### config.mk
export PLATFORM = sky130hd
export DESIGN_NAME = uart_rx_ctrl
export DESIGN_NICKNAME = d
export VERILOG_FILES = /design/src/rtl/uart_pkg.sv /design/src/rtl/uart_rx_fifo.sv /design/src/rtl/uart_rx_ctrl.sv
export SDC_FILE = /design/constraint.sdc
export NUM_CORES = 1
export LEC_CHECK = 0
export CORE_MARGIN = 10
export CORE_UTILIZATION = 63
export CTS_CLUSTER_DIAMETER = 120
export CTS_CLUSTER_SIZE = 8
export DETAILED_ROUTE_END_ITERATION = 10
export GPL_ROUTABILITY_DRIVEN = 0
export GPL_TIMING_DRIVEN = 0
export PLACE_DENSITY = 0.85
export SYNTH_ARGS = -nofsm -noshare
export SYNTH_HDL_FRONTEND = slang
export SYNTH_HIERARCHICAL = 1
export SYNTH_SLANG_ARGS = --single-unit
### constraint.sdc
create_clock -name clk -period 9.1 [get_ports clk]
set_clock_uncertainty 0.2 [all_clocks]
set_input_delay 1.82 -clock clk [delete_from_list [all_inputs] [get_ports clk]]
set_output_delay 1.82 -clock clk [all_outputs]
set_load 0.05 [all_outputs]
### src/rtl/uart_pkg.sv
// Shared definitions for the UART receive path: entry layout, timeout FSM
// encodings and default timing constants.
package uart_pkg;

  localparam int DEF_DATA_BITS   = 8;
  localparam int DEF_BAUD_PERIOD = 434;  // 50 MHz / 115200

  // FIFO entry layout is {perr, ferr, data}.
  function automatic int entry_w(input int data_bits);
    return data_bits + 2;
  endfunction

  function automatic int perr_bit(input int data_bits);
    return data_bits + 1;
  endfunction

  function automatic int ferr_bit(input int data_bits);
    return data_bits;
  endfunction

  localparam int ENTRY_W  = entry_w(DEF_DATA_BITS);
  localparam int PERR_BIT = perr_bit(DEF_DATA_BITS);
  localparam int FERR_BIT = ferr_bit(DEF_DATA_BITS);

  typedef enum logic [1:0] {
    T_IDLE    = 2'd0,
    T_ARMED   = 2'd1,
    T_EXPIRED = 2'd2
  } tmo_state_e;

endpackage : uart_pkg

### src/rtl/uart_rx_fifo.sv
// Synchronous show-ahead FIFO with wrap-bit pointers, registered level and
// synchronous flush. Reports which push/pop requests were actually accepted.
module uart_rx_fifo #(
  parameter int WIDTH = 10,
  parameter int DEPTH = 16
) (
  input  logic                     clk,
  input  logic                     rst_n,
  input  logic                     flush,
  input  logic                     push,
  input  logic                     pop,
  input  logic [WIDTH-1:0]         wr_data,
  output logic [WIDTH-1:0]         rd_data,
  output logic                     empty,
  output logic                     full,
  output logic [$clog2(DEPTH):0]   level,
  output logic                     push_ok,
  output logic                     pop_ok
);

  localparam int AW = $clog2(DEPTH);
  localparam logic [AW:0] ONE = (AW+1)'(1);

  logic [WIDTH-1:0] mem [DEPTH];
  logic [AW:0]      wr_ptr;
  logic [AW:0]      rd_ptr;
  logic [AW:0]      level_q;

  assign empty = (wr_ptr == rd_ptr);
  assign full  = (wr_ptr[AW] != rd_ptr[AW]) && (wr_ptr[AW-1:0] == rd_ptr[AW-1:0]);

  // A push into a full FIFO is legal only when a pop frees a slot the same cycle.
  assign push_ok = push && (!full || pop) && !flush;
  assign pop_ok  = pop && !empty && !flush;

  assign level   = level_q;
  assign rd_data = mem[rd_ptr[AW-1:0]];

  // NOTE: sequential state uses non-blocking assignments so every register
  // samples pre-edge values regardless of statement order.
  always_ff @(posedge clk or negedge rst_n) begin
    if (!rst_n) begin
      wr_ptr  <= '0;
      rd_ptr  <= '0;
      level_q <= '0;
    end else if (flush) begin
      wr_ptr  <= '0;
      rd_ptr  <= '0;
      level_q <= '0;
    end else begin
      if (push_ok) wr_ptr <= wr_ptr + ONE;
      if (pop_ok)  rd_ptr <= rd_ptr + ONE;
      unique case ({push_ok, pop_ok})
        2'b10:   level_q <= level_q + ONE;
        2'b01:   level_q <= level_q - ONE;
        default: level_q <= level_q;
      endcase
    end
  end

  // NOTE: storage is deliberately left out of reset; the pointers alone define
  // which entries are valid, and an unreset array maps onto plain RAM.
  always_ff @(posedge clk) begin
    if (push_ok) mem[wr_ptr[AW-1:0]] <= wr_data;
  end

endmodule : uart_rx_fifo

### src/rtl/uart_rx_ctrl.sv
// Receive-side controller: buffers received characters with error tags and
// generates overrun/threshold/timeout interrupts plus saturating statistics.
module uart_rx_ctrl
  import uart_pkg::*;
#(
  parameter int DATA_BITS     = 8,
  parameter int FIFO_DEPTH    = 16,
  parameter int BAUD_PERIOD   = DEF_BAUD_PERIOD,
  parameter int TIMEOUT_CHARS = 4,
  parameter int ERR_CNT_W     = 8
) (
  input  logic                          clk,
  input  logic                          rst_n,
  input  logic                          rx_wr_en,
  input  logic [DATA_BITS-1:0]          rx_data,
  input  logic                          rx_parity_error,
  input  logic                          rx_framing_error,
  input  logic                          flush,
  input  logic [$clog2(FIFO_DEPTH):0]   thresh,
  input  logic                          rd_en,
  output logic [DATA_BITS-1:0]          rd_data,
  output logic                          rd_perr,
  output logic                          rd_ferr,
  output logic                          empty,
  output logic                          full,
  output logic [$clog2(FIFO_DEPTH):0]   level,
  output logic                          irq_thresh,
  output logic                          irq_timeout,
  output logic                          irq_error,
  input  logic                          irq_clr,
  input  logic                          cnt_clr,
  output logic [ERR_CNT_W-1:0]          overrun_cnt,
  output logic [ERR_CNT_W-1:0]          parity_cnt,
  output logic [ERR_CNT_W-1:0]          framing_cnt
);

  localparam int EW    = entry_w(DATA_BITS);
  localparam int P_POS = perr_bit(DATA_BITS);
  localparam int F_POS = ferr_bit(DATA_BITS);
  localparam int LW    = $clog2(FIFO_DEPTH) + 1;
  localparam int TICKS = TIMEOUT_CHARS * 10 * BAUD_PERIOD;
  localparam int TW    = $clog2(TICKS + 1);

  localparam logic [TW-1:0]        TC      = TW'(TICKS - 1);
  localparam logic [TW-1:0]        T_ONE   = TW'(1);
  localparam logic [LW-1:0]        L_ONE   = LW'(1);
  localparam logic [ERR_CNT_W-1:0] C_ONE   = ERR_CNT_W'(1);

  logic [EW-1:0] wr_entry;
  logic [EW-1:0] rd_entry;
  logic          push_ok;
  logic          pop_ok;
  logic          overrun;
  logic          perr_acc;
  logic          ferr_acc;
  logic          will_empty;

  tmo_state_e    state_q, state_d;
  logic [TW-1:0] tcnt_q, tcnt_d;

  assign wr_entry = {rx_parity_error, rx_framing_error, rx_data};

  uart_rx_fifo #(
    .WIDTH (EW),
    .DEPTH (FIFO_DEPTH)
  ) u_fifo (
    .clk     (clk),
    .rst_n   (rst_n),
    .flush   (flush),
    .push    (rx_wr_en),
    .pop     (rd_en),
    .wr_data (wr_entry),
    .rd_data (rd_entry),
    .empty   (empty),
    .full    (full),
    .level   (level),
    .push_ok (push_ok),
    .pop_ok  (pop_ok)
  );

  assign rd_data = rd_entry[DATA_BITS-1:0];
  assign rd_perr = rd_entry[P_POS];
  assign rd_ferr = rd_entry[F_POS];

  // Flush takes the character, so it never counts as an overrun.
  assign overrun  = rx_wr_en && full && !rd_en && !flush;
  assign perr_acc = push_ok && rx_parity_error;
  assign ferr_acc = push_ok && rx_framing_error;

  assign irq_thresh  = (thresh != '0) && (level >= thresh);
  assign irq_timeout = (state_q == T_EXPIRED);

  // -------------------------------------------------------------------------
  // Saturating statistics; a same-cycle clear beats the increment.
  // -------------------------------------------------------------------------
  always_ff @(posedge clk or negedge rst_n) begin
    if (!rst_n) begin
      overrun_cnt <= '0;
      parity_cnt  <= '0;
      framing_cnt <= '0;
    end else if (cnt_clr) begin
      overrun_cnt <= '0;
      parity_cnt  <= '0;
      framing_cnt <= '0;
    end else begin
      if (overrun  && (overrun_cnt != '1)) overrun_cnt <= overrun_cnt + C_ONE;
      if (perr_acc && (parity_cnt  != '1)) parity_cnt  <= parity_cnt  + C_ONE;
      if (ferr_acc && (framing_cnt != '1)) framing_cnt <= framing_cnt + C_ONE;
    end
  end

  // Sticky error interrupt; a new event in the clearing cycle keeps it set.
  always_ff @(posedge clk or negedge rst_n) begin
    if (!rst_n)                              irq_error <= 1'b0;
    else if (overrun || perr_acc || ferr_acc) irq_error <= 1'b1;
    else if (irq_clr)                        irq_error <= 1'b0;
  end

  // -------------------------------------------------------------------------
  // Character-timeout FSM
  // -------------------------------------------------------------------------
  // True when the FIFO will hold nothing after this cycle's accepted traffic.
  assign will_empty = !push_ok && ((level == '0) || ((level == L_ONE) && pop_ok));

  always_ff @(posedge clk or negedge rst_n) begin
    if (!rst_n) begin
      state_q <= T_IDLE;
      tcnt_q  <= '0;
    end else begin
      state_q <= state_d;
      tcnt_q  <= tcnt_d;
    end
  end

  // NOTE: every always_comb output gets a default before any branch, so no
  // path can leave a signal unassigned and infer a latch.
  always_comb begin
    state_d = state_q;
    tcnt_d  = '0;
    unique case (state_q)
      T_IDLE: begin
        if (!flush && (level != '0) && !will_empty) state_d = T_ARMED;
      end
      T_ARMED: begin
        if (flush || will_empty) begin
          state_d = T_IDLE;
        end else if (push_ok || pop_ok) begin
          tcnt_d = '0;
        end else if (tcnt_q == TC) begin
          state_d = T_EXPIRED;
        end else begin
          tcnt_d = tcnt_q + T_ONE;
        end
      end
      T_EXPIRED: begin
        if (flush) begin
          state_d = T_IDLE;
        end else if (push_ok || pop_ok) begin
          state_d = will_empty ? T_IDLE : T_ARMED;
        end
      end
      default: state_d = T_IDLE;
    endcase
  end

endmodule : uart_rx_ctrl

==> results of run 1 <==
==> worst max-delay path by stage <==
stage | from | to | slack (ps)
final | thresh[0] | irq_thresh | 3240
after global routing | thresh[0] | irq_thresh | 3180
after CTS | thresh[0] | irq_thresh | 3230
after detailed placement | thresh[0] | irq_thresh | 3230
after global placement | thresh[0] | irq_thresh | 3250
after floorplan | thresh[0] | irq_thresh | 3970
==> power groups by stage <==
stage / Clock (W) / Sequential (W) / Combinational (W)
after floorplan: 0 / 0.00114 / 0.000278
after global placement: 0 / 0.00112 / 0.000405
after detailed placement: 0 / 0.00112 / 0.000425
after CTS: 0.00103 / 0.00110 / 0.000431
after global routing: 0.00107 / 0.00111 / 0.000455
final: 0.00101 / 0.00110 / 0.000430
==> registers in the layout, indices dropped and copies added (netlist names) <==
register	flops
tcnt_q	15
u_fifo/level	5
framing_cnt	8
irq_error	1
u_fifo/mem	160
state_q	2
overrun_cnt	8
u_fifo/wr_ptr	5
parity_cnt	8
u_fifo/rd_ptr	5
==> worst max-delay path, cell delays in order <==
cell and delay (ps):
clkdlybuf4s50_1 420, ha_1 290, nand2b_1 140, a211o_1 280, o211ai_1 80, a21oi_1 90, clkdlybuf4s50_1 710
==> metrics by stage <==
stage | util [%] | power, W
2_1_floorplan | - | 0.00141
3_3_place_gp | 70.9 | 0.00152
3_5_place_dp | 71.5 | 0.00155
4_1_cts | 77.4 | 0.00256
5_1_grt | 77.4 | 0.00263
6_report | 77.4 | 0.00255
==> synthesized netlist by cell type, types with 2 or more instances <==
cell type | count | area [µm²]
and3_1 | 4 | 25.0
nand4_1 | 12 | 75.1
nand3_1 | 11 | 55.1
o41ai_1 | 2 | 17.5
xnor2_1 | 20 | 175
nor2b_1 | 3 | 18.8
clkbuf_1 | 12 | 45.0
nor3_1 | 12 | 60.1
ha_1 | 17 | 213
mux2i_1 | 9 | 90.1
or3_1 | 6 | 37.5
nor3b_1 | 2 | 15.0
edfxtp_1 | 160 | 4800
nor4_1 | 3 | 18.8
and4_1 | 5 | 43.8
nor2_1 | 68 | 255
mux4_2 | 49 | 1100
buf_2 | 3 | 15.0
xor2_1 | 19 | 166
nand2b_1 | 8 | 50.1
a21o_1 | 2 | 15.0
and2_1 | 2 | 12.5
inv_1 | 20 | 75.1
buf_4 | 5 | 37.5
dfrtp_1 | 57 | 1430
buf_6 | 2 | 22.5
nand2_1 | 18 | 67.6
a21oi_1 | 13 | 65.1
o211ai_1 | 9 | 67.6
o2111ai_1 | 4 | 35.0
o21ai_0 | 10 | 50.1
o311a_1 | 2 | 20.0
or4_1 | 2 | 15.0
and3b_1 | 2 | 17.5
==> kinds of logic (layout without fill, tap and decap cells) <==
group           after synthesis  count (layout)  synth area share [%]
simple gates                166             166                  8.87
buf+inv                      42             167                  2.05
flops                       217             217                  65.5
mux                          62              62                  13.3
fa+ha+maj                    18              18                  2.45
compound gates               57              57                  4.19
xor+xnor                     39              39                  3.59
==> routing by layer <==
metal | up-vias | track usage, % | wire length (µm)
li1 | 2540 | - | -
met1 | 2989 | 27.7 | 8510
met2 | 315 | 36.7 | 11300
met3 | 46 | 4.91 | 1870
met4 | 0 | 6.89 | 541
met5 | - | 0 | 0
==> area by class of cell <==
class                      count  area (µm²)
fill                         777        3310
sequential                   217        6230
buffer                        22         120
tap                          184         230
clock inverter                 1        8.76
clock buffer                  54         862
timing repair buffer          70         711
multi-input combinational    342        3100
inverter                      20        75.1
==> summary.md, run 1 <==
| Metric | Value |
|---|---|
| Lkg Pwr | `4.03 nW` |
| Status | `finished clean` |
| DP Wirelength | `14100 µm` |
| Sw power | `0.000651 W` |
| R2r setup slk | `5380 ps` |
| Die Span Y | `143 µm` |
| Site row count | `44` |
| Post-Layout Cell Count | `910` |
| Net Count, Synth | `641` |
| R2R depth | `11` |
| Commonest non-fill, non-tap cells in the layout | `160 x edfxtp_1, 68 x nor2_1, 64 x clkdlybuf4s50_1` |
| Flip-flop and latch count after synthesis | `217` |
| Crit path launch type | `primary input` |
| Sequential power share | `43.3%` |
| Total Nets Final | `744` |
| Vias per cell | `6.47` |
| Area grow syn2layout | `19.3%` |
| Clock buffer depth | `3` |
| Max H-tree Level | `1` |
| Clock Latency Late Sink | `530 ps` |
| Worst path arrival time | `3840 ps` |
| Clock share of power | `39.8%` |
| Root Buffer | `clkbuf_16` |
| Mapped Cells | `601` |
| DRC Markers | `0` |
| Die area | `20400 µm²` |
| Hold Crit Depth | `1` |
| Fin. Hold Viols | `0` |
| Final Setup Violations | `0` |
| Switching share of power | `25.5%` |
| Reg2reg start | `u_fifo/rd_ptr[1]` |
| Final instance area | `11300 µm²` |
| Wire length per cell | `24.4 µm` |
| Max-slew violations | `0` |
| Worst-path clk slew | `50 ps` |
| DIE WIDTH | `143 µm` |
| Slew margin rel. | `9.83%` |
| CP required | `7080 ps` |
| Fmax | `171 MHz` |
| Number of vias after detailed routing | `5890` |
| Register area share after synthesis | `65.5%` |
| Synth Flop Type | `edfxtp_1` |
| Vias in the first global route | `6012` |
| Share of post-route cells with drive strength above 1 | `15.2%` |
| CTS Buf Count | `31` |
| Core ar. | `14600 µm²` |
| Crit Reg-Reg Endpoint | `u_fifo/level[4]` |
| Commonest non-fill, non-tap cell in the layout | `edfxtp_1` |
| Worst Hold Class | `reg2reg` |
| Grt ovf | `0` |
| Initial antenna violation count | `0` |
| Max-Cap Viols | `0` |
| Total GRT Usage | `21.8%` |
| Cell Pwr Density | `225 nW/µm²` |
| CP Capture Type | `primary output` |
| Crit-path max FO | `2` |
| Dpl ws | `3230 ps` |
| Post-CTS Setup Bufs | `0` |
| Placed inst area | `10500 µm²` |
| IO Count | `66` |
| P_int | `0.00190 W` |
| Post-synth EDFFs | `160` |
| Cts hold-fix bufs | `0` |
| Peak VDD IR | `0.141 mV` |
| Comb pwr share | `16.9%` |
| Placed Cells | `855` |
| Worst-Margin Slew | `1350 ps` |
| Min Tclk post-route | `5860 ps` |
| Initial core utilization | `64.9%` |
| Critical path class | `in2out` |
| DRT iter0 DRCs | `699` |
| Setup TNS | `0 ps` |
| Port buffer count | `65` |
| Worst hold path startpoint | `tcnt_q[0]` |
| WHS Endpoint | `tcnt_q[0]` |
| CTS tree | `done` |
| Post-cts sizing count | `0` |
| Avg Cell Area, Syn | `15.8 µm²` |
| First drt pass iteration count | `5` |
| Number of diodes | `0` |
| First-pass GRT wire length | `34200 µm` |
| Tcrit/Tclk final | `64.4%` |
| Routed Antenna Nets | `0` |
| RSZ-0062 raised after global routing | `no` |
| Largest net degree at the start of global routing | `32` |
| Post-synth ARST share | `26.3%` |
| Netlist Area Pre-Place | `9510 µm²` |
| Synth cell types | `62` |
| Synth Warn # | `6` |
| Clk sinks | `217` |
| Minimum hold slack | `312 ps` |
| Setup ws final | `3240 ps` |
| Drt total wl | `22200 µm` |
(Power assumes the default switching activity.)
==> run 2: changes to the inputs <==
- CORE_UTILIZATION: 63 -> 59
- PLACE_DENSITY: 0.85 -> 0.8
- clock period: 9.1 -> 5.4 ns (I/O delays scaled with it)
==> summary.md, run 2 (synthesis gave the netlist of run 1 again) <==
| Metric | Value |
|---|---|
| DRT iter0 DRCs | `428` |
| Fin. Hold Viols | `0` |
| Area grow syn2layout | `19.4%` |
| Core ar. | `15800 µm²` |
| Status | `finished clean` |
| Peak VDD IR | `0.261 mV` |
| Slew margin rel. | `18.7%` |
| Final Setup Violations | `0` |
| Grt ovf | `0` |
| Dpl ws | `1010 ps` |
| CP required | `4120 ps` |
| Crit path launch type | `flop` |
| Setup TNS | `0 ps` |
| WL met3 | `1370 µm` |
| Hold Crit Depth | `1` |
| Number of vias after detailed routing | `5813` |
| Crit-path max FO | `10` |
| Largest net degree at the start of global routing | `38` |
| Vias in the first global route | `6199` |
| Cts hold-fix bufs | `0` |
| CTS Buf Count | `31` |
| Vias per cell | `6.20` |
| Total Nets Final | `740` |
| Worst-Margin Slew | `1200 ps` |
| Largest register FFs | `160` |
| First drt pass iteration count | `5` |
| CP Capture Type | `primary output` |
| Routed Antenna Nets | `0` |
| Drt total wl | `21800 µm` |
| Initial core utilization | `60.1%` |
| Met1 wire length | `8640 µm` |
| DRC Markers | `0` |
| Die area | `21600 µm²` |
| Clock buffer depth | `3` |
| Cell Pwr Density | `380 nW/µm²` |
| Critical path class | `reg2out` |
| Clock Latency Late Sink | `540 ps` |
| Max-slew violations | `0` |
| Tcrit/Tclk final | `88.2%` |
| Site row count | `46` |
| Commonest non-fill, non-tap cells in the layout | `160 x edfxtp_1, 68 x nor2_1, 64 x clkdlybuf4s50_1` |
| DIE WIDTH | `147 µm` |
| IO Count | `66` |
| R2R depth | `11` |
| Final instance area | `11300 µm²` |
| Die Span Y | `147 µm` |
| First-pass GRT wire length | `34100 µm` |
| Number of diodes | `0` |
| DP Wirelength | `13900 µm` |
| Max H-tree Level | `1` |
| Fmax | `210 MHz` |
| Root Buffer | `clkbuf_16` |
| Min Tclk post-route | `4760 ps` |
| Worst path arrival time | `3480 ps` |
| Placed inst area | `10500 µm²` |
| Total GRT Usage | `20.0%` |
| Clk sinks | `217` |
| RSZ-0062 raised after global routing | `no` |
| Setup ws final | `640 ps` |
| Max-Cap Viols | `0` |
| Share of post-route cells with drive strength above 1 | `14.8%` |
| Max Used Layer | `met4` |
| Post-CTS Setup Bufs | `0` |
| CTS tree | `done` |
| Lkg Pwr | `4.01 nW` |
| Wire length per cell | `23.2 µm` |
| Wire length on met2 | `11400 µm` |
| Initial antenna violation count | `0` |
| # fillers | `972` |
| Post-cts sizing count | `0` |
| Worst Hold Class | `reg2reg` |
| Worst-path clk slew | `50 ps` |
| Commonest non-fill, non-tap cell in the layout | `edfxtp_1` |
| Port buffer count | `65` |
==> run 2: cell count changes in the layout (fill, tap and decap cells not counted), sizes merged <==
cell    previous run  this run
buf               16        12
clkbuf            66        65
inv               20        21
==> run 2: where the power goes <==
group          internal [W]  leakage (nW)  switching [W]
logic              0.000308          1.36       0.000412
clock network       0.00107         0.422       0.000671
registers           0.00183          2.23      0.0000343
total               0.00320          4.01        0.00112
==> run 2: worst max-delay path, cell delays in order (launching register included) <==
cell	delay, ps
dfrtp_1	360
buf_2	240
clkbuf_1	640
mux4_2	440
mux4_1	530
clkdlybuf4s50_1	730
==> run 2: area by class of cell <==
type	instances	area (µm²)	share of cell area [%]
multi-input cells	342	3100	27.3
clock buffers	53	858	7.56
repair buffers	66	666	5.86
inverters	20	75.1	0.661
flip-flops and latches	217	6230	54.9
plain buffers	22	120	1.06
clock inverters	2	28.8	0.254
well taps	216	270	2.38
==> run 2: stage by stage <==
step / util (%) / hold WS [ps] / power (W) / cells
6_report: 71.7 / 311 / 0.00432 / 938
5_1_grt: 71.7 / 331 / 0.00447 / 938
4_1_cts: 71.7 / 311 / 0.00436 / 938
3_5_place_dp: 66.1 / 304 / 0.00260 / 883
3_3_place_gp: 65.9 / 282 / 0.00258 / 882
2_1_floorplan: - / 263 / 0.00238 / 601
==> run 2: path summary, 6_finish.rpt <==
path | startpoint | to | slack (ps)
worst max-delay path | u_fifo/rd_ptr[1] | rd_perr | 640
min in group asynchronous | rst_n | overrun_cnt[1] | 320
worst min register to register | tcnt_q[0] | tcnt_q[0] | 310
max in group asynchronous | rst_n | u_fifo/level[2] | 4110
worst min-delay path | tcnt_q[0] | tcnt_q[0] | 310
worst max register to register | u_fifo/rd_ptr[1] | u_fifo/level[4] | 1740
==> run 2: routing by layer <==
layer,up-vias,track usage (%)
met5,-,0
met4,0,5.85
met3,34,4.05
met2,273,35.0
met1,2967,24.5
li1,2539,-
==> run 3: changes to the inputs <==
- MAX_ROUTING_LAYER: default -> met4
==> summary.md, run 3 (synthesis gave the netlist of run 1 again) <==
| Metric | Value |
|---|---|
| Slew margin rel. | `18.5%` |
| First-pass GRT wire length | `34200 µm` |
| CP required | `4120 ps` |
| CP Capture Type | `primary output` |
| Commonest non-fill, non-tap cells in the layout | `160 x edfxtp_1, 68 x nor2_1, 64 x clkdlybuf4s50_1` |
| Root Buffer | `clkbuf_16` |
| Largest register FFs | `160` |
| DIE WIDTH | `147 µm` |
| Clock buffer depth | `3` |
| Cell Pwr Density | `380 nW/µm²` |
| Drt total wl | `21600 µm` |
| Clock Latency Late Sink | `540 ps` |
| Crit path launch type | `flop` |
| Total Nets Final | `740` |
| Largest net degree at the start of global routing | `38` |
| Max incr delay on CP | `730 ps` |
| Worst path arrival time | `3480 ps` |
| Worst-path clk slew | `50 ps` |
| Vias in the first global route | `6171` |
| Core ar. | `15800 µm²` |
| Peak VDD IR | `0.262 mV` |
| DRC Markers | `0` |
| Lkg Pwr | `4.01 nW` |
| Port buffer count | `65` |
| Max-slew violations | `0` |
| Critical path class | `reg2out` |
| CTS Buf Count | `31` |
| Routed Antenna Nets | `0` |
| Final instance area | `11300 µm²` |
| First drt pass iteration count | `5` |
| Post-cts sizing count | `0` |
| Initial antenna violation count | `0` |
| Total GRT Usage | `20.6%` |
| Setup TNS | `0 ps` |
| Worst-Margin Slew | `1210 ps` |
| Share of post-route cells with drive strength above 1 | `14.8%` |
| Cts hold-fix bufs | `0` |
| Number of vias after detailed routing | `5773` |
| Fmax | `210 MHz` |
| Min Tclk post-route | `4760 ps` |
| Worst path slowest cell | `clkdlybuf4s50_1` |
| RSZ-0062 raised after global routing | `no` |
| Status | `finished clean` |
| Wire length per cell | `23.0 µm` |
| IO Count | `66` |
| Crit-path max FO | `10` |
| DRT iter0 DRCs | `435` |
| Area grow syn2layout | `19.4%` |
| Tcrit/Tclk final | `88.2%` |
| Max-Cap Viols | `0` |
| Commonest non-fill, non-tap cell in the layout | `edfxtp_1` |
| Die Span Y | `147 µm` |
| Worst Hold Class | `in2async` |
| Initial core utilization | `60.1%` |
| Final Setup Violations | `0` |
| CTS tree | `done` |
| Die area | `21600 µm²` |
| Number of diodes | `0` |
| Clk sinks | `217` |
| Vias per cell | `6.15` |
| DP Wirelength | `13900 µm` |
| Grt ovf | `0` |
| Post-CTS Setup Bufs | `0` |
| Placed inst area | `10500 µm²` |
| Worst-path cell chain | `buf_2 -> clkbuf_1 -> mux4_2 -> mux4_1 -> clkdlybuf4s50_1` |
| Max H-tree Level | `1` |
| Fin. Hold Viols | `0` |
| Site row count | `46` |
[run 3: cell counts in the layout (fill, tap and decap cells not counted)]
No cell type changed its count.
[run 3: where the power goes]
part / internal, W / switching (W) / leakage [nW]
logic: 0.000308 / 0.000412 / 1.36
clock network: 0.00107 / 0.000671 / 0.422
registers: 0.00183 / 0.0000341 / 2.23
[run 3: worst max-delay path, delay by kind of cell (launching register included)]
kind / cells / cell delay, ps
buffers and inverters: 3 / 1610
multiplexers: 2 / 980
flip-flops: 1 / 350
[run 3: layout make-up]
type	instances	area (µm²)
Timing Repair Buffer	66	666
Buffer	22	120
Clock buffer	53	858
Fill cell	972	4480
Inverter	20	75.1
Clock inverter	2	28.8
Tap cell	216	270
Sequential cell	217	6230
Multi-Input combinational cell	342	3100
[run 3: per-layer routing]
| layer | track usage (%) | vias to the layer above | routed length [µm] |
|---|---|---|---|
| li1 | - | 2537 | - |
| met2 | 34.9 | 260 | 11300 |
| met4 | 5.85 | 0 | 338 |
| met5 | - | - | 0 |
| met1 | 25.3 | 2950 | 8570 |
| met3 | 3.22 | 26 | 1370 |
[run 3: worst paths after layout]
| kind | startpoint | to | slack (ps) | cells after the start |
|---|---|---|---|---|
| max in group asynchronous | rst_n | u_fifo/level[2] | 4120 | 2 |
| min | rst_n | overrun_cnt[1] | 310 | 1 |
| min in group clk | tcnt_q[0] | tcnt_q[0] | 320 | 1 |
| max reg2reg | u_fifo/rd_ptr[1] | u_fifo/level[4] | 1780 | 11 |
| min reg2reg | tcnt_q[0] | tcnt_q[0] | 320 | 1 |
| max | u_fifo/rd_ptr[1] | rd_perr | 640 | 5 |
[run 3: metrics by stage]
step / util [%] / hold slack [ps] / setup WS (ps) / cells / power, W
2_1_floorplan: - / 263 / 1750 / 601 / 0.00238
3_3_place_gp: 65.9 / 282 / 875 / 882 / 0.00258
3_5_place_dp: 66.1 / 304 / 1010 / 883 / 0.00260
4_1_cts: 71.7 / 311 / 630 / 938 / 0.00436
5_1_grt: 71.7 / 334 / 542 / 938 / 0.00447
6_report: 71.7 / 314 / 639 / 938 / 0.00432
